--- src/rtl/quant_cfu_sequencer_pkg.sv ---
// quant_cfu_pkg: shared widths, CFU command codes and sequencer state type.
package quant_cfu_pkg;
    localparam int DATA_W = 32;
    localparam int BYTE_W = 8;
    localparam int LANES  = DATA_W / BYTE_W;
    localparam int CMD_W  = 7;
    localparam int CNT_W  = $clog2(LANES + 1);

    localparam logic [CMD_W-1:0] CMD_RESET       = 7'd0;
    localparam logic [CMD_W-1:0] CMD_SET_BIAS    = 7'd1;
    localparam logic [CMD_W-1:0] CMD_SET_MULT    = 7'd2;
    localparam logic [CMD_W-1:0] CMD_SET_SHIFT   = 7'd3;
    localparam logic [CMD_W-1:0] CMD_SET_ACT_MIN = 7'd4;
    localparam logic [CMD_W-1:0] CMD_SET_ACT_MAX = 7'd5;
    localparam logic [CMD_W-1:0] CMD_SET_OFFSET  = 7'd6;
    localparam logic [CMD_W-1:0] CMD_QUANT       = 7'd7;

    typedef enum logic [1:0] {IDLE, CFG, RUN} state_t;

    // Mask with the low n lanes set; n may equal LANES.
    function automatic logic [LANES-1:0] keep_mask(input logic [CNT_W-1:0] n);
        logic [LANES:0] m;
        m = ((LANES + 1)'(1) << n) - (LANES + 1)'(1);
        return m[LANES-1:0];
    endfunction
endpackage

--- src/rtl/quant_cfu_sequencer_if.sv ---
// quant_cfu_sequencer_if: quant CFU command bus (cmd/inp0/inp1 out, ret back).
interface quant_cfu_sequencer_if;
    import quant_cfu_pkg::*;
    logic [CMD_W-1:0]  cfu_cmd;
    logic [DATA_W-1:0] cfu_inp0;
    logic [DATA_W-1:0] cfu_inp1;
    logic [DATA_W-1:0] cfu_ret;
    modport master (output cfu_cmd, cfu_inp0, cfu_inp1, input cfu_ret);
    modport slave  (input cfu_cmd, cfu_inp0, cfu_inp1, output cfu_ret);
endinterface

--- src/rtl/quant_cfu_sequencer_packer.sv ---
// quant_byte_packer: gathers int8 results into 32-bit words with keep/last,
// holding a completed word in flush_pending while the output register is busy.
module quant_byte_packer
    import quant_cfu_pkg::*;
(
    input  logic              clk,
    input  logic              rst_n,
    input  logic              cap,
    input  logic              cap_last,
    input  logic [BYTE_W-1:0] cap_byte,
    input  logic              out_ready,
    output logic              out_valid,
    output logic [DATA_W-1:0] out_data,
    output logic [LANES-1:0]  out_keep,
    output logic              out_last
);
    logic [DATA_W-1:0] word_q, word_d;
    logic [CNT_W-1:0]  cnt_q, cnt_d;
    logic              last_q, last_d, flush_pending, done, move;

    always_comb begin
        word_d = word_q;
        for (int i = 0; i < LANES; i++)
            word_d[i*BYTE_W +: BYTE_W] = (cap && cnt_q == CNT_W'(i)) ? cap_byte : word_q[i*BYTE_W +: BYTE_W];
        cnt_d  = cnt_q + CNT_W'(cap);
        last_d = last_q || (cap && cap_last);
        done   = flush_pending || (cap && (cnt_q == CNT_W'(LANES - 1) || cap_last));
        move   = done && (!out_valid || out_ready);
    end

    always_ff @(posedge clk or negedge rst_n) begin
        if (!rst_n) begin
            out_valid     <= 1'b0;
            out_data      <= '0;
            out_keep      <= '0;
            out_last      <= 1'b0;
            word_q        <= '0;
            cnt_q         <= '0;
            last_q        <= 1'b0;
            flush_pending <= 1'b0;
        end else if (move) begin
            out_valid     <= 1'b1;
            out_data      <= word_d;
            out_keep      <= keep_mask(cnt_d);
            out_last      <= last_d;
            word_q        <= '0;
            cnt_q         <= '0;
            last_q        <= 1'b0;
            flush_pending <= 1'b0;
        end else begin
            out_valid     <= out_valid && !out_ready;
            word_q        <= word_d;
            cnt_q         <= cnt_d;
            last_q        <= last_d;
            flush_pending <= done;
        end
    end
endmodule

--- src/rtl/quant_cfu_sequencer.sv ---
// quant_cfu_sequencer: loads quant parameters into the CFU, then streams
// accumulators through CMD_QUANT and packs the int8 results four per word.
module quant_cfu_sequencer
    import quant_cfu_pkg::*;
(
    input  logic                   clk,
    input  logic                   rst_n,
    input  logic                   cfg_valid,
    output logic                   cfg_ready,
    input  logic [DATA_W-1:0]      cfg_bias,
    input  logic [DATA_W-1:0]      cfg_mult,
    input  logic [DATA_W-1:0]      cfg_shift,
    input  logic [DATA_W-1:0]      cfg_act_min,
    input  logic [DATA_W-1:0]      cfg_act_max,
    input  logic [DATA_W-1:0]      cfg_offset,
    input  logic                   acc_valid,
    output logic                   acc_ready,
    input  logic [DATA_W-1:0]      acc_data,
    input  logic                   acc_last,
    output logic                   out_valid,
    input  logic                   out_ready,
    output logic [DATA_W-1:0]      out_data,
    output logic [LANES-1:0]       out_keep,
    output logic                   out_last,
    quant_cfu_sequencer_if.master  cfu
);
    state_t            state;
    logic [2:0]        cnt;
    logic [DATA_W-1:0] prm [6];
    logic              last_pending, acc_hs;
    logic [1:0]        inf_v, inf_l;
    logic              unused_ret;

    assign cfg_ready     = state == IDLE;
    assign acc_ready     = state == RUN && !out_valid && !last_pending;
    assign acc_hs        = acc_valid && acc_ready;
    assign cfu.cfu_inp0  = '0;
    assign unused_ret    = ^cfu.cfu_ret[DATA_W-1:BYTE_W];

    // prm acts as a shift queue so CFG always issues prm[0] alongside cmd cnt.
    always_ff @(posedge clk or negedge rst_n) begin
        if (!rst_n) begin
            state        <= IDLE;
            cnt          <= '0;
            last_pending <= 1'b0;
            inf_v        <= '0;
            inf_l        <= '0;
            cfu.cfu_cmd  <= CMD_RESET;
            cfu.cfu_inp1 <= '0;
            for (int i = 0; i < 6; i++) prm[i] <= '0;
        end else begin
            inf_v       <= {inf_v[0], acc_hs};
            inf_l       <= {inf_l[0], acc_hs && acc_last};
            cfu.cfu_cmd <= CMD_RESET;
            if (state == IDLE && cfg_valid) begin
                prm[0] <= cfg_bias;
                prm[1] <= cfg_mult;
                prm[2] <= cfg_shift;
                prm[3] <= cfg_act_min;
                prm[4] <= cfg_act_max;
                prm[5] <= cfg_offset;
                cnt    <= 3'd1;
                state  <= CFG;
            end
            if (state == CFG) begin
                cfu.cfu_cmd  <= CMD_W'(cnt);
                cfu.cfu_inp1 <= prm[0];
                for (int i = 0; i < 5; i++) prm[i] <= prm[i+1];
                cnt <= cnt + 3'd1;
                if (cnt == 3'd6) state <= RUN;
            end
            if (acc_hs) begin
                cfu.cfu_cmd  <= CMD_QUANT;
                cfu.cfu_inp1 <= acc_data;
                last_pending <= acc_last;
            end
            if (out_valid && out_ready && out_last) begin
                last_pending <= 1'b0;
                state        <= IDLE;
            end
        end
    end

    quant_byte_packer u_pack (
        .clk       (clk),
        .rst_n     (rst_n),
        .cap       (inf_v[1]),
        .cap_last  (inf_l[1]),
        .cap_byte  (cfu.cfu_ret[BYTE_W-1:0]),
        .out_ready (out_ready),
        .out_valid (out_valid),
        .out_data  (out_data),
        .out_keep  (out_keep),
        .out_last  (out_last)
    );
endmodule

--- src/flat_wrapper.sv ---
// flat-port wrapper written by rule: the top's interface ports become plain ports
module quant_cfu_sequencer_flat import quant_cfu_pkg::*;
  (clk, rst_n, cfg_valid, cfg_ready, cfg_bias, cfg_mult, cfg_shift, cfg_act_min, cfg_act_max, cfg_offset, acc_valid, acc_ready, acc_data, acc_last, out_valid, out_ready, out_data, out_keep, out_last, cfu_cfu_cmd, cfu_cfu_inp0, cfu_cfu_inp1, cfu_cfu_ret);
  quant_cfu_sequencer_if cfu_i ();
  input  logic clk;
  input  logic rst_n;
  input  logic cfg_valid;
  output logic cfg_ready;
  input  logic [DATA_W-1:0] cfg_bias;
  input  logic [DATA_W-1:0] cfg_mult;
  input  logic [DATA_W-1:0] cfg_shift;
  input  logic [DATA_W-1:0] cfg_act_min;
  input  logic [DATA_W-1:0] cfg_act_max;
  input  logic [DATA_W-1:0] cfg_offset;
  input  logic acc_valid;
  output logic acc_ready;
  input  logic [DATA_W-1:0] acc_data;
  input  logic acc_last;
  output logic out_valid;
  input  logic out_ready;
  output logic [DATA_W-1:0] out_data;
  output logic [LANES-1:0] out_keep;
  output logic out_last;
  output wire logic [$bits(cfu_i.cfu_cmd)-1:0] cfu_cfu_cmd;
  output wire logic [$bits(cfu_i.cfu_inp0)-1:0] cfu_cfu_inp0;
  output wire logic [$bits(cfu_i.cfu_inp1)-1:0] cfu_cfu_inp1;
  input wire logic [$bits(cfu_i.cfu_ret)-1:0] cfu_cfu_ret;
  assign cfu_cfu_cmd = cfu_i.cfu_cmd;
  assign cfu_cfu_inp0 = cfu_i.cfu_inp0;
  assign cfu_cfu_inp1 = cfu_i.cfu_inp1;
  assign cfu_i.cfu_ret = cfu_cfu_ret;
  quant_cfu_sequencer u_core (.clk(clk), .rst_n(rst_n), .cfg_valid(cfg_valid), .cfg_ready(cfg_ready), .cfg_bias(cfg_bias), .cfg_mult(cfg_mult), .cfg_shift(cfg_shift), .cfg_act_min(cfg_act_min), .cfg_act_max(cfg_act_max), .cfg_offset(cfg_offset), .acc_valid(acc_valid), .acc_ready(acc_ready), .acc_data(acc_data), .acc_last(acc_last), .out_valid(out_valid), .out_ready(out_ready), .out_data(out_data), .out_keep(out_keep), .out_last(out_last), .cfu(cfu_i));
endmodule
--- config.mk ---
export PLATFORM = sky130hd
export DESIGN_NAME = quant_cfu_sequencer_flat
export DESIGN_NICKNAME = d
export VERILOG_FILES = /design/src/rtl/quant_cfu_sequencer_pkg.sv /design/src/rtl/quant_cfu_sequencer_if.sv /design/src/rtl/quant_cfu_sequencer_packer.sv /design/src/rtl/quant_cfu_sequencer.sv /design/src/flat_wrapper.sv
export SDC_FILE = /design/constraint.sdc
export NUM_CORES = 1
export LEC_CHECK = 0
export BUFFER_PORTS_ARGS = -buffer_cell sky130_fd_sc_hd__clkbuf_2
export CAP_MARGIN = 5
export CORE_UTILIZATION = 50
export CTS_CLUSTER_DIAMETER = 150
export DETAILED_ROUTE_END_ITERATION = 6
export PLACE_DENSITY = 0.73
export RECOVER_POWER = 100
export SETUP_SLACK_MARGIN = 0.05
export SLEW_MARGIN = 10
export SYNTH_ARGS = -nofsm -noshare
export SYNTH_HDL_FRONTEND = slang
export SYNTH_HIERARCHICAL = 1
export SYNTH_SLANG_ARGS = --single-unit
--- constraint.sdc ---
create_clock -name clk -period 2.7 [get_ports clk]
set_clock_uncertainty 0.1 [all_clocks]
set_input_delay 0.405 -clock clk [delete_from_list [all_inputs] [get_ports clk]]
set_output_delay 0.405 -clock clk [all_outputs]
set_load 0.03 [all_outputs]
# Yosys cells after proc, flatten, opt, wreduce, memory -nomap -nowiden
# Index checks and enable logic that the tools add are counted.
classes:
  shift: 1
  n_div: 0
  mux: 23
  n_eq_ne: 6
  n_reduce_logical: 27
  add_sub_neg: 3
  magnitude_cmp: 0
  n_mul: 0
  bitwise: 0
op_table:
  columns: ["op", "count"]
  rows:
  - ["2-to-1 mux 192 bit", 1]
  - ["2-to-1 mux 160 bit", 1]
  - ["2-to-1 mux 32 bit", 3]
  - ["2-to-1 mux 8 bit", 4]
  - ["logical AND 1 bit", 15]
  - ["2-to-1 mux 3 bit", 5]
  - ["2-to-1 mux 2 bit", 4]
  - ["== test 3 x 2 -> 1 bit, second input constant", 2]
  - ["nonzero test 2 bit", 3]
  - ["2-to-1 mux 1 bit", 5]
  - ["logical OR 1 bit", 4]
  - ["<< shifter 1 x 3 -> 4 bit, first input constant", 1]
  - ["subtractor 4 x 2 -> 4 bit, second input constant", 1]
  - ["adder 3 x 1 -> 3 bit", 1]
  - ["adder 3 x 1 -> 3 bit, second input constant", 1]
  - ["== test 3 x 1 -> 1 bit, second input constant", 1]
  - ["== test 3 bit, second input constant", 1]
  - ["zero test 1 bit", 3]
  - ["zero test 3 bit", 1]
  - ["== test 2 x 1 -> 1 bit, second input constant", 1]
  - ["== test 2 bit, second input constant", 1]
  - ["zero test 2 bit", 1]
word_totals:
  memories: 0
  romBits: 0
  latch_bits: 0
  inputBits: 262
  output_inout_bits: 111
  mem_bits_rw: 0
  word_cells: 81
  register_bits: 312

# Depth between registers and ports, before layout
depth:
  ltp_word: 6
  depth_mapped: 8
  depth_no_buf: 8

# Modules after synthesis
# The synthesis kept the hierarchy.
by_module_without_submodules:
  columns: ["module", "cells_each", "instances", "area_each_um2", "seq_area_each_um2"]
  rows:
  - ["quant_cfu_sequencer", 988, 1, 10189.8, 5930.7]
  - ["quant_byte_packer", 250, 1, 3113.0, 1876.8]

# Worst setup path after synthesis
# OpenSTA, ideal clock, no wires.
synth_timing:
  path_kind: "register -> register"
  start: "register u_core.inf_v[1]"
  end: "register u_core.u_pack.out_keep[2]"
  path_stages_with_launch: 8
  setup_slack_ns: 0.454
  arrival_ns: 2.061
  path_buffers: 0
  required_time_ns: 2.514
  path_cell_list: "dfrtp_1 ha_1 ha_1 xor2_1 or3_1 ha_1 or3_1 a32oi_1"
synth_via:
  elab_chain_len: 3
  elab_cells_between_ends: 6
  classes_between: "add/sub (2); shift (1); reduce/logical (3)"
synth_lines:
  columns: ["item", "line_no", "source"]
  rows:
  - ["start: declaration", "quant_cfu_sequencer.sv:31", "logic [1:0] inf_v, inf_l;"]
  - ["start signal: assignment", "quant_cfu_sequencer.sv:52", "inf_v <= {inf_v[0], acc_hs};"]
  - ["adder 3 x 1 -> 3 bit or logical AND 1 bit (tied branches)", "quant_cfu_sequencer_packer.sv:25, quant_cfu_sequencer_packer.sv:27", null]
  - ["<< shifter 1 x 3 -> 4 bit or logical OR 1 bit (tied branches)", "quant_cfu_sequencer_pkg.sv:23, quant_cfu_sequencer_packer.sv:27", null]
  - ["subtractor 4 x 2 -> 4 bit or logical AND 1 bit (tied branches)", "quant_cfu_sequencer_pkg.sv:23, quant_cfu_sequencer_packer.sv:28", null]
  - ["end signal: assignment", "quant_cfu_sequencer_packer.sv:44", "out_keep <= keep_mask(cnt_d);"]
  - ["end: declaration", "quant_cfu_sequencer_packer.sv:14", "output logic [LANES-1:0] out_keep,"]
# Several ways; a longest one is shown, not always the timed one.
# A chain may end at the register's enable or synchronous reset.

# Worst setup path after layout
layout_timing:
  start: "register u_core.state[0]"
  end: "output port acc_ready"
layout_via:
  elab_chain_len: 3
layout_lines:
  columns: ["item", "line_no", "source"]
  rows:
  - ["start: declaration", "quant_cfu_sequencer.sv:27", "state_t state;"]
  - ["start signal: assignment", "quant_cfu_sequencer.sv:43", "state <= IDLE;"]
  - ["start signal: assignment", "quant_cfu_sequencer.sv:63", "state <= CFG;"]
  - ["start signal: assignment", "quant_cfu_sequencer.sv:70", "if (cnt == 3'd6) state <= RUN;"]
  - ["== test 2 bit", "quant_cfu_sequencer.sv:35", "assign acc_ready = state == RUN && !out_valid && !last_pending;"]
  - ["logical AND 1 bit (2 in series)", "quant_cfu_sequencer.sv:35", null]
  - ["end: declaration", "flat_wrapper.sv:16", "output logic acc_ready;"]
# No other way between the ends.

==> key figures <==
Setup path
  – CP Launch Type: flip-flop
  – Crit-path max cell delay: 0.55 ns
  – Critical path class: flip-flop to output port
  – Worst path arrival time: 2.01 ns
  – CP Cell Sequence: nor4b_4 > buf_6 > clkbuf_2
  – CP max-delay cell: dfrtp_1
  – Crit. End Element: output port
  – Worst-path maximum fanout: 33
  – Req. time, crit path: 2.19 ns

Floorplanning
  – Die width: 165 um
  – IO Pins: approximately 370
  – Die area: 0.0273 mm2
  – Die Ht: 165 um
  – Starting density of the core: about half
  – Core Rows: 59
  – Core Box Area: 0.0261 mm2

Placement
  – GPL Wtd Cong: 0.816
  – DP HPWL: 22600 um
  – IO buf count: 312
  – Placed inst area: 0.0151 mm2

Logic synthesis
  – Async S/R FF share, synth: between 90% and 100%
  – Mapped Area: 0.0133 mm2
  – Post-synth EDFFs: 0
  – Mean Syn Cell Area: between 10 and 15 um2
  – Synth warn: 6
  – Yosys reg bits: 312
  – Synth top area share: about 59%
  – Synth cell types: 42
  – Top FF cell, synth: dfrtp_1
  – Synth top area cells: dfrtp_1, nand2_1, a22oi_1
  – Sequential share of the synthesized area: 58.7%
  – Dominant cell type by area after synthesis: dfrtp_1
  – Mapped Cells: 1238

STA
  – Final Max Slew Viols: 0
  – Max frequency: 398 MHz
  – Slew Limit Headroom: 19.3%
  – Sum Neg Setup Slack: 0 ns
  – Final-report hold violation count: 0
  – Min Clock Period, post-route: 2.51 ns
  – RSZ-0062 raised after global routing: no
  – Slew @ Worst Pin: approximately 1.2 ns
  – Setup violations, final: 0
  – Period utilization: 93.0%

Global routing
  – Tot GR Track Use: 24.1%
  – Remaining global-route overflow: 0
  – Initial antenna violation count: 5
  – Vias in the first global route: 9624
  – Largest net degree at the start of global routing: 97
  – First-pass GRT wire length: 51100 um

CTS
  – CTS tree: yes
  – Clock Pin Slew Worst Setup and Hold Paths: 0.06 ns
  – Insertion delay of the later-clocked pin in the worst-skew pair: 0.50 ns
  – Longest Clk Path Bufs: 3
  – # H-tree levels: 2
  – Sink Count: 312
  – CTS buffer count: 35
  – Clock root cell: clkbuf_16

Detailed routing
  – Vias post-DR: 9998
  – Drt first pass iters: 5
  – Avg WL per Cell: roughly 17 um
  – Remaining antenna violation count: 0
  – Routed WL: 32900 um
  – DR iter-0 viols: 821
  – Remaining DRCs: 0
  – Vias per inst: 5.28

Layout
  – Fillers: around 2200
  – Layout cells sized above 1: 22.8%
  – Cell area after layout: around 0.016 mm2
  – P&R area growth vs syn: 20.7%
  – Register Area: between 0.007 and 0.008 mm2
  – Util after Layout: about three fifths
  – Most frequent cells in the layout: nand2_1, dfrtp_1, clkbuf_2
  – Multi-input gate area: 0.00480 mm2
  – Most common cell after layout, fill and taps aside: nand2_1
  – # nets final: 1794

Power and ir drop
  – Power per cell area: 1110 mW/mm2
  – Peak supply drop: 0.678 mV
  – Leakage: 8.26 nW

Flow run
  – Max_cap viols: 0

Status
  – Outcome: completed

Min path
  – Worst min path class: input port to flip-flop
[path summary, 6_finish.rpt]
kind	startpoint	to	slack, ns	depth (start not counted)
setup / recovery	u_core/state[0]$_DFF_PN0_	acc_ready	0.19	3
hold / removal	acc_last	u_core/inf_l[0]$_DFF_PN0_	0.02	3
setup reg to reg	u_core/u_pack/cnt_q[2]$_DFF_PN0_	u_core/u_pack/out_data[16]$_DFFE_PN0P_	0.27	4
hold reg to reg	u_core/inf_l[0]$_DFF_PN0_	u_core/inf_l[1]$_DFF_PN0_	0.25	0
max in group asynchronous	rst_n	u_core/u_pack/word_q[23]$_DFF_PN0_	0.46	3
min in group asynchronous	rst_n	u_core/u_pack/out_data[8]$_DFFE_PN0P_	0.60	2
[routing by layer]
layer  track usage (%)  up-vias  wire, um
met5                 0        -         0
met3              5.39       69      2470
met2              35.2      374     14900
li1                  -     4745         -
met1              34.6     4810     14500
met4              9.92        0      1130
[state kept, by name (all words and copies together) (netlist names), 3 cells and up]
name / flops
u_core/cfu.cfu_inp1: 32
u_core/u_pack/out_keep: 4
u_core/cfu.cfu_cmd: 3
u_core/cnt: 3
u_core/u_pack/out_data: 32
u_core/u_pack/word_q: 32
u_core/prm: 192
u_core/u_pack/cnt_q: 3
[cell usage after synthesis, types with 5 or more instances]
master,instances
a22oi_1,160
buf_2,63
buf_4,40
clkbuf_1,13
dfrtp_1,312
ha_1,5
inv_1,37
mux2_2,33
mux2i_1,98
nand2_1,331
nand3_1,34
nor2_1,36
o21ai_0,5
o21ai_1,29
[power by group]
group          internal [W]  switching (W)  leakage [nW]
Combinational       0.00195        0.00340          3.71
Sequential          0.00661        0.00118          3.99
Clock               0.00286        0.00179         0.563
[through the flow]
| step | setup WS, ns | total power [W] | hold slack [ns] | instances |
|---|---|---|---|---|
| floorplan | 0.454 | 0.0116 | 0.00941 | 1273 |
| global placement | 0.344 | 0.0131 | 0.228 | 1823 |
| detailed placement | 0.327 | 0.0133 | 0.231 | 1823 |
| CTS | 0.0625 | 0.0181 | 0.000108 | 1886 |
| global route | 0.0865 | 0.0190 | 0.0123 | 1890 |
| finish | 0.189 | 0.0178 | 0.0188 | 1892 |
[layout make-up]
cell class	instances	area share [%]
clock buffer	53	6.51
antenna	6	0.0935
sequential	312	48.6
clock inverter	8	0.561
timing repair buffer	337	10.8
inverter	38	0.888
tap	335	2.61
multi-input combinational	803	29.9
[kinds of logic (layout without fill, tap and decap cells)]
family / count (synthesis) / count (layout) / synth area share [%]
XOR/XNOR: 1 / 1 / 0.0659
AND/OR/NAND/NOR: 419 / 419 / 12.9
other: 1 / 42 / 0.0282
adder cells (fa/ha/maj): 5 / 5 / 0.470
AO/OA/AOI/OAI: 210 / 210 / 11.2
flip-flops: 312 / 312 / 58.7
buffers and inverters: 158 / 436 / 6.36
multiplexers: 132 / 132 / 10.3
[repair_timing]
action | 4_1_cts | 5_1_grt
setup endpoints to repair | 0 | 1
hold buffers | 2 | 0
buffers inserted | 0 | 0
gates resized for setup | 0 | 1
hold endpoints to repair | 42 | 0
[critical path, delay by kind of cell (launching register included)]
family	cells	cell delay, ns
buffers and inverters	2	0.56
flip-flops	1	0.55
AND/OR/NAND/NOR	1	0.39
No activity file was read; power rests on OpenSTA's default activity.
